$ cat src/rtl/load_store_unit_pkg.sv
// Shared definitions for the load/store unit: FSM state encoding, byte-lane
// identifiers, access-size codes and the byte-offset to lane mapping.
package load_store_unit_pkg;

  // Sequencer states
  typedef enum logic [2:0] {
    ST_IDLE   = 3'd0,
    ST_RD     = 3'd1,
    ST_RMW_RD = 3'd2,
    ST_RMW_WR = 3'd3,
    ST_WR     = 3'd4,
    ST_RESP   = 3'd5
  } lsu_state_e;

  // Byte lanes of a 32-bit word; lane n occupies bits [8n+7:8n]
  localparam logic [1:0] LANE_0 = 2'd0;
  localparam logic [1:0] LANE_1 = 2'd1;
  localparam logic [1:0] LANE_2 = 2'd2;
  localparam logic [1:0] LANE_3 = 2'd3;

  // Encoding of req_byte
  localparam logic SIZE_BYTE = 1'b1;
  localparam logic SIZE_WORD = 1'b0;

  // Map a byte offset within a word to the bit lane that holds it
  function automatic logic [1:0] lane_of(input logic [1:0] offset, input logic big_endian);
    if (big_endian) begin
      return 2'd3 - offset;
    end else begin
      return offset;
    end
  endfunction

endpackage

$ cat src/rtl/load_store_unit_lane_mux.sv
// Byte-lane steering for the load/store unit (purely combinational).
// Ports:
//   offset    in  2   byte offset within the word (address bits [1:0])
//   word      in  32  word read from memory
//   wbyte     in  8   byte to insert for a byte store
//   load_byte out 32  addressed byte right-aligned, zero-filled
//   merged    out 32  word with the addressed lane replaced by wbyte
module load_store_unit_lane_mux
  import load_store_unit_pkg::*;
#(
  parameter bit BIG_ENDIAN = 1'b1
) (
  input  logic [1:0]  offset,
  input  logic [31:0] word,
  input  logic [7:0]  wbyte,
  output logic [31:0] load_byte,
  output logic [31:0] merged
);

  logic [1:0] lane;

  // Select the lane for extraction and for insertion
  always_comb begin
    lane      = lane_of(offset, BIG_ENDIAN);
    load_byte = 32'h0000_0000;
    merged    = word;
    case (lane)
      LANE_0: begin
        load_byte    = {24'h00_0000, word[7:0]};
        merged[7:0]  = wbyte;
      end
      LANE_1: begin
        load_byte    = {24'h00_0000, word[15:8]};
        merged[15:8] = wbyte;
      end
      LANE_2: begin
        load_byte     = {24'h00_0000, word[23:16]};
        merged[23:16] = wbyte;
      end
      LANE_3: begin
        load_byte     = {24'h00_0000, word[31:24]};
        merged[31:24] = wbyte;
      end
      default: begin
        load_byte = 32'h0000_0000;
        merged    = word;
      end
    endcase
  end

endmodule

$ cat src/rtl/load_store_unit.sv
// Load/store unit: sequences LB/LW/SB/SW from the MEM stage onto a word-wide
// data-memory port with a ready handshake. Byte stores use read-modify-write.
// Ports:
//   clk, rst                 clock, synchronous active-high reset
//   req_valid/req_ready      request handshake (ready only when idle)
//   req_we, req_byte         store/load, byte/word
//   req_addr, req_wdata      byte address, store data (byte store uses [7:0])
//   rsp_valid                one-cycle completion pulse
//   rsp_err, rsp_rdata       error flag and load data, held between pulses
//   mem_en, mem_we           memory request and write strobe
//   mem_addr, mem_wdata      word address and write data
//   mem_rdata, mem_ready     read data and completion from memory
module load_store_unit
  import load_store_unit_pkg::*;
#(
  parameter int MEM_AW     = 14,
  parameter bit BIG_ENDIAN = 1'b1,
  parameter int TIMEOUT    = 255
) (
  input  logic              clk,
  input  logic              rst,
  input  logic              req_valid,
  output logic              req_ready,
  input  logic              req_we,
  input  logic              req_byte,
  input  logic [31:0]       req_addr,
  input  logic [31:0]       req_wdata,
  output logic              rsp_valid,
  output logic              rsp_err,
  output logic [31:0]       rsp_rdata,
  output logic              mem_en,
  output logic              mem_we,
  output logic [MEM_AW-1:0] mem_addr,
  output logic [31:0]       mem_wdata,
  input  logic [31:0]       mem_rdata,
  input  logic              mem_ready
);

  localparam int          CW       = (TIMEOUT > 0) ? $clog2(TIMEOUT + 1) : 1;
  localparam bit          TO_EN    = (TIMEOUT != 0);
  localparam logic [CW-1:0] WAIT_MAX = CW'(TIMEOUT);

  lsu_state_e    state;
  lsu_state_e    next_state;
  logic          byte_r;
  logic [1:0]    off_r;
  logic [7:0]    wbyte_r;
  logic [CW-1:0] wait_cnt;
  logic [CW-1:0] wait_nxt;
  logic          in_mem;
  logic          timed_out;
  logic          accept;
  logic          resp_err_n;
  logic [31:0]   resp_data_n;
  logic [31:0]   load_byte;
  logic [31:0]   merged_word;

  // Address bits above the memory size are deliberately dropped
  logic unused_addr_hi;
  assign unused_addr_hi = ^req_addr[31:MEM_AW+2];

  assign accept = req_valid && req_ready;

  load_store_unit_lane_mux #(
    .BIG_ENDIAN(BIG_ENDIAN)
  ) u_lane_mux (
    .offset   (off_r),
    .word     (mem_rdata),
    .wbyte    (wbyte_r),
    .load_byte(load_byte),
    .merged   (merged_word)
  );

  // Next-state, wait-counter update and response value selection
  always_comb begin
    next_state  = state;
    resp_err_n  = 1'b0;
    resp_data_n = 32'h0000_0000;
    in_mem      = (state == ST_RD) || (state == ST_RMW_RD) ||
                  (state == ST_RMW_WR) || (state == ST_WR);
    // Saturating count of stalled cycles in the current memory state
    if (in_mem && !mem_ready && (wait_cnt != WAIT_MAX)) begin
      wait_nxt = wait_cnt + CW'(1);
    end else begin
      wait_nxt = wait_cnt;
    end
    // A completing handshake takes priority over an expiring timeout
    timed_out = TO_EN && in_mem && !mem_ready && (wait_nxt == WAIT_MAX);

    case (state)
      ST_IDLE: begin
        if (accept) begin
          if ((req_byte == SIZE_WORD) && (req_addr[1:0] != 2'b00)) begin
            next_state = ST_RESP;
            resp_err_n = 1'b1;
          end else if (!req_we) begin
            next_state = ST_RD;
          end else if (req_byte == SIZE_BYTE) begin
            next_state = ST_RMW_RD;
          end else begin
            next_state = ST_WR;
          end
        end else begin
          next_state = ST_IDLE;
        end
      end
      ST_RD: begin
        if (mem_ready) begin
          next_state  = ST_RESP;
          resp_data_n = byte_r ? load_byte : mem_rdata;
        end else if (timed_out) begin
          next_state = ST_RESP;
          resp_err_n = 1'b1;
        end else begin
          next_state = ST_RD;
        end
      end
      ST_RMW_RD: begin
        if (mem_ready) begin
          next_state = ST_RMW_WR;
        end else if (timed_out) begin
          next_state = ST_RESP;
          resp_err_n = 1'b1;
        end else begin
          next_state = ST_RMW_RD;
        end
      end
      ST_WR, ST_RMW_WR: begin
        if (mem_ready) begin
          next_state = ST_RESP;
        end else if (timed_out) begin
          next_state = ST_RESP;
          resp_err_n = 1'b1;
        end else begin
          next_state = state;
        end
      end
      ST_RESP: begin
        next_state = ST_IDLE;
      end
      default: begin
        next_state = ST_IDLE;
      end
    endcase
  end

  // State, request capture, wait counter and registered outputs
  always_ff @(posedge clk) begin
    if (rst) begin
      state     <= ST_IDLE;
      byte_r    <= 1'b0;
      off_r     <= 2'b00;
      wbyte_r   <= 8'h00;
      wait_cnt  <= '0;
      req_ready <= 1'b1;
      rsp_valid <= 1'b0;
      rsp_err   <= 1'b0;
      rsp_rdata <= 32'h0000_0000;
      mem_en    <= 1'b0;
      mem_we    <= 1'b0;
      mem_addr  <= '0;
      mem_wdata <= 32'h0000_0000;
    end else begin
      state     <= next_state;
      req_ready <= (next_state == ST_IDLE);
      rsp_valid <= (next_state == ST_RESP);
      mem_en    <= (next_state == ST_RD) || (next_state == ST_RMW_RD) ||
                   (next_state == ST_RMW_WR) || (next_state == ST_WR);
      mem_we    <= (next_state == ST_RMW_WR) || (next_state == ST_WR);
      if (accept) begin
        byte_r    <= req_byte;
        off_r     <= req_addr[1:0];
        wbyte_r   <= req_wdata[7:0];
        mem_addr  <= req_addr[MEM_AW+1:2];
        mem_wdata <= req_wdata;
      end else if ((state == ST_RMW_RD) && mem_ready) begin
        mem_wdata <= merged_word;
      end
      if ((next_state == ST_RESP) && (state != ST_RESP)) begin
        rsp_err   <= resp_err_n;
        rsp_rdata <= resp_data_n;
      end
      // Restart the count whenever a new state is entered
      if (next_state != state) begin
        wait_cnt <= '0;
      end else begin
        wait_cnt <= wait_nxt;
      end
    end
  end

endmodule
$ cat config.mk
export PLATFORM = sky130hd
export DESIGN_NAME = load_store_unit
export DESIGN_NICKNAME = d
export VERILOG_FILES = /design/src/rtl/load_store_unit_pkg.sv /design/src/rtl/load_store_unit_lane_mux.sv /design/src/rtl/load_store_unit.sv
export SDC_FILE = /design/constraint.sdc
export NUM_CORES = 1
export LEC_CHECK = 0
export CAP_MARGIN = 40
export CELL_PAD_IN_SITES_DETAIL_PLACEMENT = 1
export CELL_PAD_IN_SITES_GLOBAL_PLACEMENT = 2
export CORE_MARGIN = 3
export CORE_UTILIZATION = 27
export CTS_CLUSTER_SIZE = 12
export DETAILED_ROUTE_END_ITERATION = 7
export GPL_TIMING_DRIVEN = 1
export HOLD_SLACK_MARGIN = 0.08
export PLACE_DENSITY = 0.83
export SETUP_SLACK_MARGIN = 0.1
export SLEW_MARGIN = 10
export SYNTH_ARGS = -nofsm -noshare
export SYNTH_HDL_FRONTEND = slang
export SYNTH_SLANG_ARGS = --single-unit
$ cat constraint.sdc
create_clock -name clk -period 6.4 [get_ports clk]
set_input_delay 0.64 -clock clk [delete_from_list [all_inputs] [get_ports clk]]
set_output_delay 0.64 -clock clk [all_outputs]
set_load 0.005 [all_outputs]
== Word-level counts from Yosys, hierarchy flattened ==
Index checks and enable logic that the tools add are counted.

* Register bits: 105
* Bits of input ports: 102
* Output and inout port bits: 83
* Logic and storage cells: 82

* Add/subtract/negate cells: 2
* Equality and inequality tests: 16
* Multiplexer cells: 27
* Bitwise operators: 1
* Reduce and logical (&&, ||, !) cells: 23

{| class="wikitable"
|+ Operator list
! cell !! count
|-
| $mux W32 || 5
|-
| $pmux W32 S4 || 1
|-
| $mux W8 || 5
|-
| $mux W3 || 10
|-
| $eq A3 B2 Y1 const B || 4
|-
| $pmux W3 S4 || 1
|-
| $eq A3 B3 Y1 const B || 3
|-
| $add A8 B1 Y8 const B || 1
|-
| $eq A8 B8 Y1 const B || 1
|-
| $ne A8 B8 Y1 const B || 1
|-
| $logic_and A1 B1 Y1 || 7
|-
| $logic_or A1 B1 Y1 || 7
|-
| $eq A3 B1 Y1 const B || 2
|-
| $logic_not A3 Y1 || 2
|-
| $eq A2 B2 Y1 const B || 2
|-
| $mux W1 || 4
|-
| $reduce_bool A2 Y1 || 2
|-
| $reduce_or A2 Y1 || 2
|-
| $reduce_or A4 Y1 || 1
|-
| $ne A3 B3 Y1 || 1
|-
| $ne A3 B3 Y1 const B || 1
|-
| $eq A2 B1 Y1 const B || 1
|-
| $logic_not A2 Y1 || 1
|-
| $pmux W1 S2 || 1
|-
| other kinds (3) || 3
|}

== Logic depth before layout (Yosys ltp) ==
Gate-level depths: netlist of the first run.

* Depth after elaboration: 16
* Gate-level depth with buffers: 11
* Mapped depth without buffers: 8

== Hierarchy ==
A second synthesis of the first run with hierarchy kept.

* Cell total of the unflattened synthesis: 615
* Area total of the unflattened synthesis: 5525.3 um2

{| class="wikitable"
|+ By module, submodules not included
! module !! times used !! cells an instance !! area each (um2) !! seq. area each (um2)
|-
| load_store_unit || 1 || 542 || 4689.5 || 2102.0
|-
| load_store_unit_lane_mux || 1 || 73 || 835.8 || 0.0
|}

== Least setup slack after synthesis of the first run ==
OpenSTA, ideal clock, no wires.

* Path type: reg-to-reg
* Start point: register wait_cnt[0]
* End point: register rsp_rdata[10]
* Setup time: 0.117 ns
* Arrival time: 2.704 ns
* Data required time: 6.283 ns
* Path slack: 3.579 ns
* Stages on the path, launching flop included: 12
* Buffers on the path: 3
* Period minus slack after synthesis: 2.821 ns
* Cells stage by stage: dfxtp_1 -> ha_1 -> clkbuf_1 -> and3_1 -> a221oi_4 -> mux2i_1 -> or3_1 -> buf_2 -> o311ai_4 -> o31ai_2 -> buf_6 -> a22o_1

* Longest elaborated chain between the ends: 10
* Elaborated cells on any way between the ends: 15
* Those cells by class: add/sub (1); eq/ne (3); mux (8); reduce/logical (3)

{| class="wikitable"
|+ Ends and longest elaborated chain
! element !! RTL line !! source
|-
| start: declaration || load_store_unit.sv:48 || <nowiki>logic [CW-1:0] wait_cnt;</nowiki>
|-
| start signal: assignment || load_store_unit.sv:187 || <nowiki>wait_cnt <= wait_nxt;</nowiki>
|-
| branches (longest 2 deep; another with $add A8 B1 Y8) || n/a ||
|-
| $mux W8 * || load_store_unit.sv:82 || <nowiki>if (in_mem && !mem_ready && (wait_cnt != WAIT_MAX)) begin</nowiki>
|-
| $eq A8 B8 Y1 * || load_store_unit.sv:88 || <nowiki>timed_out = TO_EN && in_mem && !mem_ready && (wait_nxt == WAIT_MAX);</nowiki>
|-
| $logic_and A1 B1 Y1 * || load_store_unit.sv:88 ||
|-
| $mux W3 (on tied branches) || load_store_unit.sv:131, load_store_unit.sv:111, load_store_unit.sv:121 ||
|-
| $mux W3 (on tied branches) || load_store_unit.sv:129, load_store_unit.sv:108, load_store_unit.sv:119 ||
|-
| $pmux W3 S4 * || load_store_unit.sv:90 || <nowiki>case (state)</nowiki>
|-
| $eq A3 B3 Y1 * || load_store_unit.sv:179 || <nowiki>if ((next_state == ST_RESP) && (state != ST_RESP)) begin</nowiki>
|-
| $logic_and A1 B1 Y1 * || load_store_unit.sv:179 ||
|-
| end signal: assignment || load_store_unit.sv:181 || <nowiki>rsp_rdata <= resp_data_n;</nowiki>
|-
| end: declaration || load_store_unit.sv:30 || <nowiki>output logic [31:0] rsp_rdata,</nowiki>
|}

Mark *: on every way between the ends.
A chain may end at the register's enable or synchronous reset.

== Worst setup path after layout of the first run ==
* Start point: register state[2]
* End point: register rsp_rdata[18]

* Longest elaborated chain between the ends: 14
* Elaborated cells on any way between the ends: 25
* Those cells by class: eq/ne (7); mux (9); reduce/logical (9)

{| class="wikitable"
|+ Ends and longest elaborated chain
! element !! RTL line !! source
|-
| start: declaration || load_store_unit.sv:43 || <nowiki>lsu_state_e state;</nowiki>
|-
| start signal: assignment || load_store_unit.sv:164 || <nowiki>state <= next_state;</nowiki>
|-
| $eq A3 B1 Y1 / $eq A3 B2 Y1 (equally long branches) || load_store_unit.sv:79, load_store_unit.sv:90 ||
|-
| $logic_or A1 B1 Y1 (2 in a row) || load_store_unit.sv:79 || <nowiki>in_mem = (state == ST_RD) || (state == ST_RMW_RD) ||</nowiki>
|-
| $logic_or A1 B1 Y1 || load_store_unit.sv:80 || <nowiki>(state == ST_RMW_WR) || (state == ST_WR);</nowiki>
|-
| $logic_and A1 B1 Y1 || load_store_unit.sv:82, load_store_unit.sv:88 ||
|-
| $logic_and A1 B1 Y1 || load_store_unit.sv:82 ||
|-
| $mux W8 || load_store_unit.sv:82 ||
|-
| $eq A8 B8 Y1 || load_store_unit.sv:88 ||
|-
| $logic_and A1 B1 Y1 || load_store_unit.sv:88 ||
|-
| $mux W3 (on tied branches) || load_store_unit.sv:131, load_store_unit.sv:111, load_store_unit.sv:121 ||
|-
| $mux W3 (on tied branches) || load_store_unit.sv:129, load_store_unit.sv:108, load_store_unit.sv:119 ||
|-
| $pmux W3 S4 || load_store_unit.sv:90 ||
|-
| $eq A3 B3 Y1 || load_store_unit.sv:179 ||
|-
| $logic_and A1 B1 Y1 || load_store_unit.sv:179 ||
|}

Several ways; a longest one is shown, not always the timed one.

==> out/metrics.yaml, run 1 <==
status:
  status: "complete, no violations"
layout:
  num-nets-final: 820
  fill_cells: 2073
  final_design_area_no_fill_um2: 7020
  antenna_cells: 0
  area.growth.synth_to_final_pct: 43.7
  drive_gt1_share_pct: 7.20
floorplanning:
  io_pins: 185
  die_area_um2: 19700
  floorplan.rows: 48
  die_y_um: 140
  chip_width_um: 140
  initial_utilization_pct: 27.9
  core_area_um2: 17500
worst_setup_path:
  reg2reg_depth: 8
  end_kind: "flop"
  worstSetupStartpoint: "state[2]$_SDFF_PP0_"
  worstPathMaxFanout: 24
  crit_path_frequent_cell: "sky130_fd_sc_hd__o31ai_4"
  worstPathRequired_ns: 6.64
  timing.critical_path.arrival_ns: 3.66
  setup.worst_path.start_class: "flop"
  reg2reg_to: "rsp_rdata[18]$_SDFFE_PP0P_"
  critical_path.reg2reg.startpoint: "state[2]$_SDFF_PP0_"
  critical_path.cell_chain: "or3b_4, a221oi_4, mux2i_1, or3_1, o31ai_4, o31ai_4, buf_16, a22o_1"
  slowest_delay_ns: 0.63
  worst-setup-path-type: "reg2reg"
  regToRegSetupSlack_ns: 2.98
  slowest_stage: "sky130_fd_sc_hd__dfxtp_1"
yosys:
  syn-cell-area_um2: 4880
  synth_edf_count: 0
  synthesis.nets: 682
  syn-instance-count: 579
  synth_seq_cells: 105
  synth.yosys.warnings: 0
  number_of_unique_standard_cell_types_used_by_synthesis: 54
  postSynth.asyncResetShare_pct: 0
  syn-mean-instance-area_um2: 8.43
  synth_ff_type: "sky130_fd_sc_hd__dfxtp_1"
  seq_area_frac_synth_pct: 43.1
clock_network:
  clock-sinks: 105
  cts_made_buffers: 9
  clk-insertion-delay-late_ns: 0.36
  gates_resized_cts_repair: 0
  post_cts_buffers: 0
  clkSlewWorstSetupHoldPaths_ns: 0.07
  ctsRootBufferMaster: "sky130_fd_sc_hd__clkbuf_16"
  cts_htree_levels: 3
  max-clock-path-buffers: 2
  cts.hold.buffers_added: 0
  cts_tree: "done"
timing:
  hold_viol: 0
  setup_total_negative_slack_ns: 0
  worst_slew_pin_slew_ns: 0.784
  fin_skew_ns: 0.00644
  max_freq_mhz: 292
  slew-limit-headroom_pct: 47.7
  post-route-period-util_pct: 53.4
  final_period_minus_worst_setup_slack_ns: 3.42
  final.setup.worst_slack_ns: 2.98
  timing.final.max_slew_violations: 0
  grt_setup_unrepaired: "false"
  report.final.setup_viol: 0
grt:
  grt_pass1_wl_um: 28600
  first_global_vias: 5022
  gr-total-overflow: 0
  grt_util_met2_pct: 30.9
  grt.met3_usage_pct: 5.22
  globalRoute.busiestLayer: "met2"
  grt_max_degree: 66
  grt_util_met1_pct: 22.8
  gr-usage-all-layers_pct: 18.2
  number_of_antenna_violations_at_the_first_check_in_global_routing: 0
power_and_ir_drop:
  power.ir.vdd_worst_uv: 130
  pwr_density_cell_nw_per_um2: 266
  cellLeakagePower_nw: 2.64
route:
  drt-initial-drc-count: 282
  drc_errors: 0
  route.final.wire_length_um: 18300
  antenna_left: 0
  avgRoutedWirePerCell_um: 19.3
  route.detailed.vias_per_inst: 5.16
  drt_pass1_iterations: 4
  via_count: 4882
min_path:
  hp-start: "mem_addr[2]$_SDFFE_PP0P_"
  min_delay_worst_endpoint: "mem_addr[2]$_SDFFE_PP0P_"
  min_path_type: "reg2reg"
  hold_path_depth: 2
place:
  place.gp.congestion: 0.843
  placed_cell_area_um2: 6740
  post-dp-hpwl_um: 13900
  port_buffers: 168
  dp_slack_ns: 2.73
run:
  number_of_max_capacitance_violations_reported: 0
-- critical path: cells and delay by family, from the launching register on --
kind                   cells  cell delay (ns)
AO/OA/AOI/OAI              4             1.23
AND/OR/NAND/NOR            2             1.05
flip-flops                 1             0.63
buffers and inverters      1             0.23
multiplexers               1             0.17
-- final cells by class --
| type | count | area [um^2] | area share, % |
|---|---|---|---|
| clock inverter | 6 | 42.5 | 0.606 |
| timing repair buffer | 174 | 1750 | 24.9 |
| inverter | 4 | 15.0 | 0.214 |
| sequential | 105 | 2100 | 30.0 |
| multi-input combinational | 423 | 2600 | 37.0 |
| clock buffer | 10 | 229 | 3.26 |
| tap | 225 | 282 | 4.01 |
-- registers in the layout (all words and copies together) (netlist names) --
| name | flops |
|---|---|
| mem_wdata | 32 |
| rsp_rdata | 32 |
| mem_addr | 14 |
| wait_cnt | 8 |
| wbyte_r | 8 |
| state | 3 |
| off_r | 2 |
| byte_r | 1 |
| mem_en | 1 |
| mem_we | 1 |
| req_ready | 1 |
| rsp_err | 1 |
| rsp_valid | 1 |
-- cell usage after synthesis, types with 10 or more instances --
master	instances	share of area, %
sky130_fd_sc_hd__nor2_1	71	5.5
sky130_fd_sc_hd__dfxtp_1	105	43
sky130_fd_sc_hd__a211oi_1	18	2.8
sky130_fd_sc_hd__clkbuf_1	39	3.0
sky130_fd_sc_hd__a22o_1	24	4.3
sky130_fd_sc_hd__nor4_1	10	1.3
sky130_fd_sc_hd__a21oi_1	79	8.1
sky130_fd_sc_hd__mux2i_1	19	3.9
sky130_fd_sc_hd__nand2_1	75	5.8
sky130_fd_sc_hd__o21ai_0	19	1.9
sky130_fd_sc_hd__a21o_1	10	1.5
sky130_fd_sc_hd__mux2_2	16	3.7
-- through the flow --
step | power (W) | std cells | utilization, % | hold slack [ns]
floorplan | 0.00107 | 579 | - | 0.451
global placement | 0.00133 | 929 | 38.3 | 0.443
detailed placement | 0.00136 | 931 | 38.6 | 0.446
CTS | 0.00189 | 947 | 40.1 | 0.461
global route | 0.00197 | 947 | 40.1 | 0.474
finish | 0.00186 | 947 | 40.1 | 0.456
-- logic make-up after synthesis --
kind of cell               count (synthesis)  synth area share [%]
buffers and inverters                     51                  4.41
muxes                                     35                  7.59
adders and majority gates                  1                 0.256
DFF                                      105                  43.1
xor gates and xnor gates                   3                 0.538
and+or+nand+nor                          196                  17.8
AOI/OAI and AO/OA                        188                  26.3
-- layout by cell type (no fill, tap or decap), types with 2 or more instances in the layout --
cell type / instances
sky130_fd_sc_hd__clkdlybuf4s50_1: 167
sky130_fd_sc_hd__dfxtp_1: 105
sky130_fd_sc_hd__a21oi_1: 79
sky130_fd_sc_hd__nand2_1: 74
sky130_fd_sc_hd__nor2_1: 71
sky130_fd_sc_hd__a22o_1: 24
sky130_fd_sc_hd__mux2i_1: 19
sky130_fd_sc_hd__o21ai_0: 19
sky130_fd_sc_hd__a211oi_1: 18
sky130_fd_sc_hd__mux2_2: 16
sky130_fd_sc_hd__a21o_1: 10
sky130_fd_sc_hd__nor4_1: 9
sky130_fd_sc_hd__clkbuf_16: 9
sky130_fd_sc_hd__o22ai_1: 8
sky130_fd_sc_hd__a311oi_1: 8
sky130_fd_sc_hd__nor3_1: 7
sky130_fd_sc_hd__nand3_1: 6
sky130_fd_sc_hd__nand4_1: 5
sky130_fd_sc_hd__inv_1: 4
sky130_fd_sc_hd__nand2b_1: 4
sky130_fd_sc_hd__buf_4: 4
sky130_fd_sc_hd__and2_1: 3
sky130_fd_sc_hd__nor2b_1: 3
sky130_fd_sc_hd__o31a_1: 3
sky130_fd_sc_hd__or2_2: 2
sky130_fd_sc_hd__nor4b_1: 2
sky130_fd_sc_hd__xnor2_1: 2
sky130_fd_sc_hd__o32ai_1: 2
sky130_fd_sc_hd__a31oi_1: 2
sky130_fd_sc_hd__o31ai_4: 2
sky130_fd_sc_hd__clkinvlp_4: 2
sky130_fd_sc_hd__clkinv_2: 2
-- routing by layer --
layer  share of wire (%)  routed length [um]  vias to the layer above
met2                  48                8740                      159
met3                 7.0                1290                       17
met4                 1.3                 245                        0
met1                  44                8020                     2337
li1                    -                   -                     2369
met5                   0                   0                        -
-- how the worst max path moves through the flow --
stage                                 end  slack (ns)  cells past startpoint
4_1_cts        rsp_rdata[18]$_SDFFE_PP0P_        2.97                      8
5_1_grt        rsp_rdata[18]$_SDFFE_PP0P_        2.78                      8
2_1_floorplan  rsp_rdata[10]$_SDFFE_PP0P_        3.58                     11
3_3_place_gp   rsp_rdata[13]$_SDFFE_PP0P_        2.46                      7
6_report       rsp_rdata[18]$_SDFFE_PP0P_        2.98                      8
3_5_place_dp   rsp_rdata[26]$_SDFFE_PP0P_        2.73                      8
-- where the power goes --
part / leakage, nW / total [W] / switching (W) / internal [W]
Combinational: 1.65 / 0.000545 / 0.000268 / 0.000276
Clock: 0.129 / 0.000527 / 0.000262 / 0.000265
Sequential: 0.858 / 0.000791 / 0.0000651 / 0.000726
Total: 2.64 / 0.00186 / 0.000595 / 0.00127
Power figures use the tool's default switching activity.
==> run 2: changes to the inputs <==
--- a/config.mk
+++ b/config.mk
@@ -9,12 +9,12 @@
 export CELL_PAD_IN_SITES_DETAIL_PLACEMENT = 1
 export CELL_PAD_IN_SITES_GLOBAL_PLACEMENT = 2
 export CORE_MARGIN = 3
-export CORE_UTILIZATION = 27
+export CORE_UTILIZATION = 25
 export CTS_CLUSTER_SIZE = 12
 export DETAILED_ROUTE_END_ITERATION = 7
 export GPL_TIMING_DRIVEN = 1
 export HOLD_SLACK_MARGIN = 0.08
-export PLACE_DENSITY = 0.83
+export PLACE_DENSITY = 0.78
 export SETUP_SLACK_MARGIN = 0.1
 export SLEW_MARGIN = 10
 export SYNTH_ARGS = -nofsm -noshare
==> constraint.sdc (replaced) <==
create_clock -name clk -period 3.2 [get_ports clk]
set_input_delay 0.32 -clock clk [delete_from_list [all_inputs] [get_ports clk]]
set_output_delay 0.32 -clock clk [all_outputs]
set_load 0.005 [all_outputs]
==> out/metrics.yaml, run 2 (synthesis gave the netlist of run 1 again) <==
status:
  status: "complete, no violations"
floorplanning:
  io_pins: 185
  floorplan.rows: 50
  initial_utilization_pct: 25.7
  chip_width_um: 146
  die_area_um2: 21200
  die_y_um: 146
  core_area_um2: 19000
clock_network:
  clock-sinks: 105
  max-clock-path-buffers: 2
  ctsRootBufferMaster: "sky130_fd_sc_hd__clkbuf_16"
  clk-insertion-delay-late_ns: 0.36
  post_cts_buffers: 0
  clkSlewWorstSetupHoldPaths_ns: 0.08
  cts.hold.buffers_added: 0
  cts_tree: "done"
  cts_made_buffers: 9
  cts_htree_levels: 3
power_and_ir_drop:
  power.ir.vdd_worst_uv: 255
  pwr_density_cell_nw_per_um2: 539
  power.total_w: 0.00386
  cellLeakagePower_nw: 2.69
timing:
  setup_total_negative_slack_ns: 0
  final_period_minus_worst_setup_slack_ns: 2.88
  grt_setup_unrepaired: "false"
  hold_viol: 0
  worst_slew_pin_slew_ns: 0.847
  max_freq_mhz: 347
  report.final.setup_viol: 0
  post-route-period-util_pct: 90.0
  fin_skew_ns: 0.00833
  timing.final.max_slew_violations: 0
  slew-limit-headroom_pct: 43.6
grt:
  number_of_antenna_violations_at_the_first_check_in_global_routing: 0
  first_global_vias: 5141
  gr-total-overflow: 0
  gr-usage-all-layers_pct: 17.3
  grt_max_degree: 82
  grt_pass1_wl_um: 29400
layout:
  layout.cells.most_common_list: "167 x sky130_fd_sc_hd__clkdlybuf4s50_1, 105 x sky130_fd_sc_hd__dfxtp_1, 79 x sky130_fd_sc_hd__a21oi_1, 74 x sky130_fd_sc_hd__nand2_1, 71 x sky130_fd_sc_hd__nor2_1"
  drive_gt1_share_pct: 9.04
  antenna_cells: 0
  reg.largest.list: "mem_wdata (32), rsp_rdata (32), mem_addr (14)"
  final_design_area_no_fill_um2: 7160
  mostFrequentLayoutCell: "sky130_fd_sc_hd__clkdlybuf4s50_1"
  num-nets-final: 828
  area.growth.synth_to_final_pct: 46.7
route:
  drt-initial-drc-count: 249
  drc_errors: 0
  antenna_left: 0
  drt_pass1_iterations: 4
  via_count: 4912
  avgRoutedWirePerCell_um: 18.8
  route.detailed.vias_per_inst: 4.96
  route.final.wire_length_um: 18600
worst_setup_path:
  setup.worst_path.start_class: "flop"
  worstPathMaxFanout: 33
  timing.critical_path.arrival_ns: 3.13
  end_kind: "flop"
  worst-setup-path-type: "reg2reg"
  worstPathRequired_ns: 3.45
place:
  place.gp.congestion: 0.796
  post-dp-hpwl_um: 14000
  placed_cell_area_um2: 6830
  port_buffers: 168
run:
  number_of_max_capacitance_violations_reported: 0
min_path:
  min_path_type: "in2reg"
-- run 2: changes by cell type in the layout (fill, tap and decap cells not counted), sizes merged --
cell and delta:
buf +8, bufinv +1, clkbuf -1, clkinvlp -1, clkinv -2, inv +3
-- run 2: report_power, final --
| part | leakage, nW | switching (W) | internal, W | total [W] |
|---|---|---|---|---|
| clock network | 0.150 | 0.000545 | 0.000623 | 0.00117 |
| logic | 1.69 | 0.000569 | 0.000562 | 0.00113 |
| registers | 0.858 | 0.000110 | 0.00145 | 0.00156 |
| total | 2.69 | 0.00122 | 0.00264 | 0.00386 |
-- run 2: area by class of cell --
| cell class | count | area [um^2] |
|---|---|---|
| fillers | 2244 | 11800 |
| multi-input cells | 423 | 2620 |
| flip-flops and latches | 105 | 2100 |
| repair buffers | 182 | 1790 |
| well taps | 260 | 325 |
| clock buffers | 9 | 225 |
| clock inverters | 7 | 82.6 |
| inverters | 4 | 15.0 |
-- run 2: worst max-delay path, stage by stage (launching register included) --
cell and delay, ns:
sky130_fd_sc_hd__dfxtp_1 0.38, sky130_fd_sc_hd__or3b_4 0.46, sky130_fd_sc_hd__a2111oi_4 0.38, sky130_fd_sc_hd__mux2i_1 0.15
sky130_fd_sc_hd__or3_4 0.47, sky130_fd_sc_hd__o311ai_4 0.34, sky130_fd_sc_hd__o31ai_4 0.11, sky130_fd_sc_hd__buf_4 0.26
sky130_fd_sc_hd__a22o_1 0.22
-- run 2: path summary, 6_finish.rpt --
path,slack [ns],startpoint,depth (start not counted),endpoint
min,0.29,rst,3,state[1]$_SDFF_PP0_
min reg2reg,0.46,rsp_rdata[7]$_SDFFE_PP0P_,1,rsp_rdata[7]$_SDFFE_PP0P_
max reg2reg,0.32,state[1]$_SDFF_PP0_,8,rsp_rdata[27]$_SDFFE_PP0P_
max,0.32,state[1]$_SDFF_PP0_,8,rsp_rdata[27]$_SDFFE_PP0P_
-- run 2: layer usage --
metal | global-route usage (%) | part of all wire, % | vias up
li1 | - | - | 2381
met2 | 28.2 | 47 | 161
met5 | 0 | 0 | -
met3 | 5.17 | 6.6 | 19
met4 | 5.51 | 1.8 | 0
met1 | 22.0 | 45 | 2351
-- run 2: stage by stage --
step	util, %	hold slack (ns)	setup slack, ns	cells
3_3_place_gp	36.0	0.440	0.213	974
5_1_grt	37.8	0.290	0.166	990
3_5_place_dp	36.0	0.444	0.0543	974
4_1_cts	37.7	0.286	0.103	990
6_report	37.8	0.292	0.319	990
2_1_floorplan	-	0.451	0.379	579
-- run 2: timing repair --
| action | 4_1_cts | 5_1_grt |
|---|---|---|
| gates cloned | 0 | 0 |
| setup endpoints to repair | 41 | 42 |
| pin swaps | 0 | 1 |
| gates resized for setup | 2 | 4 |
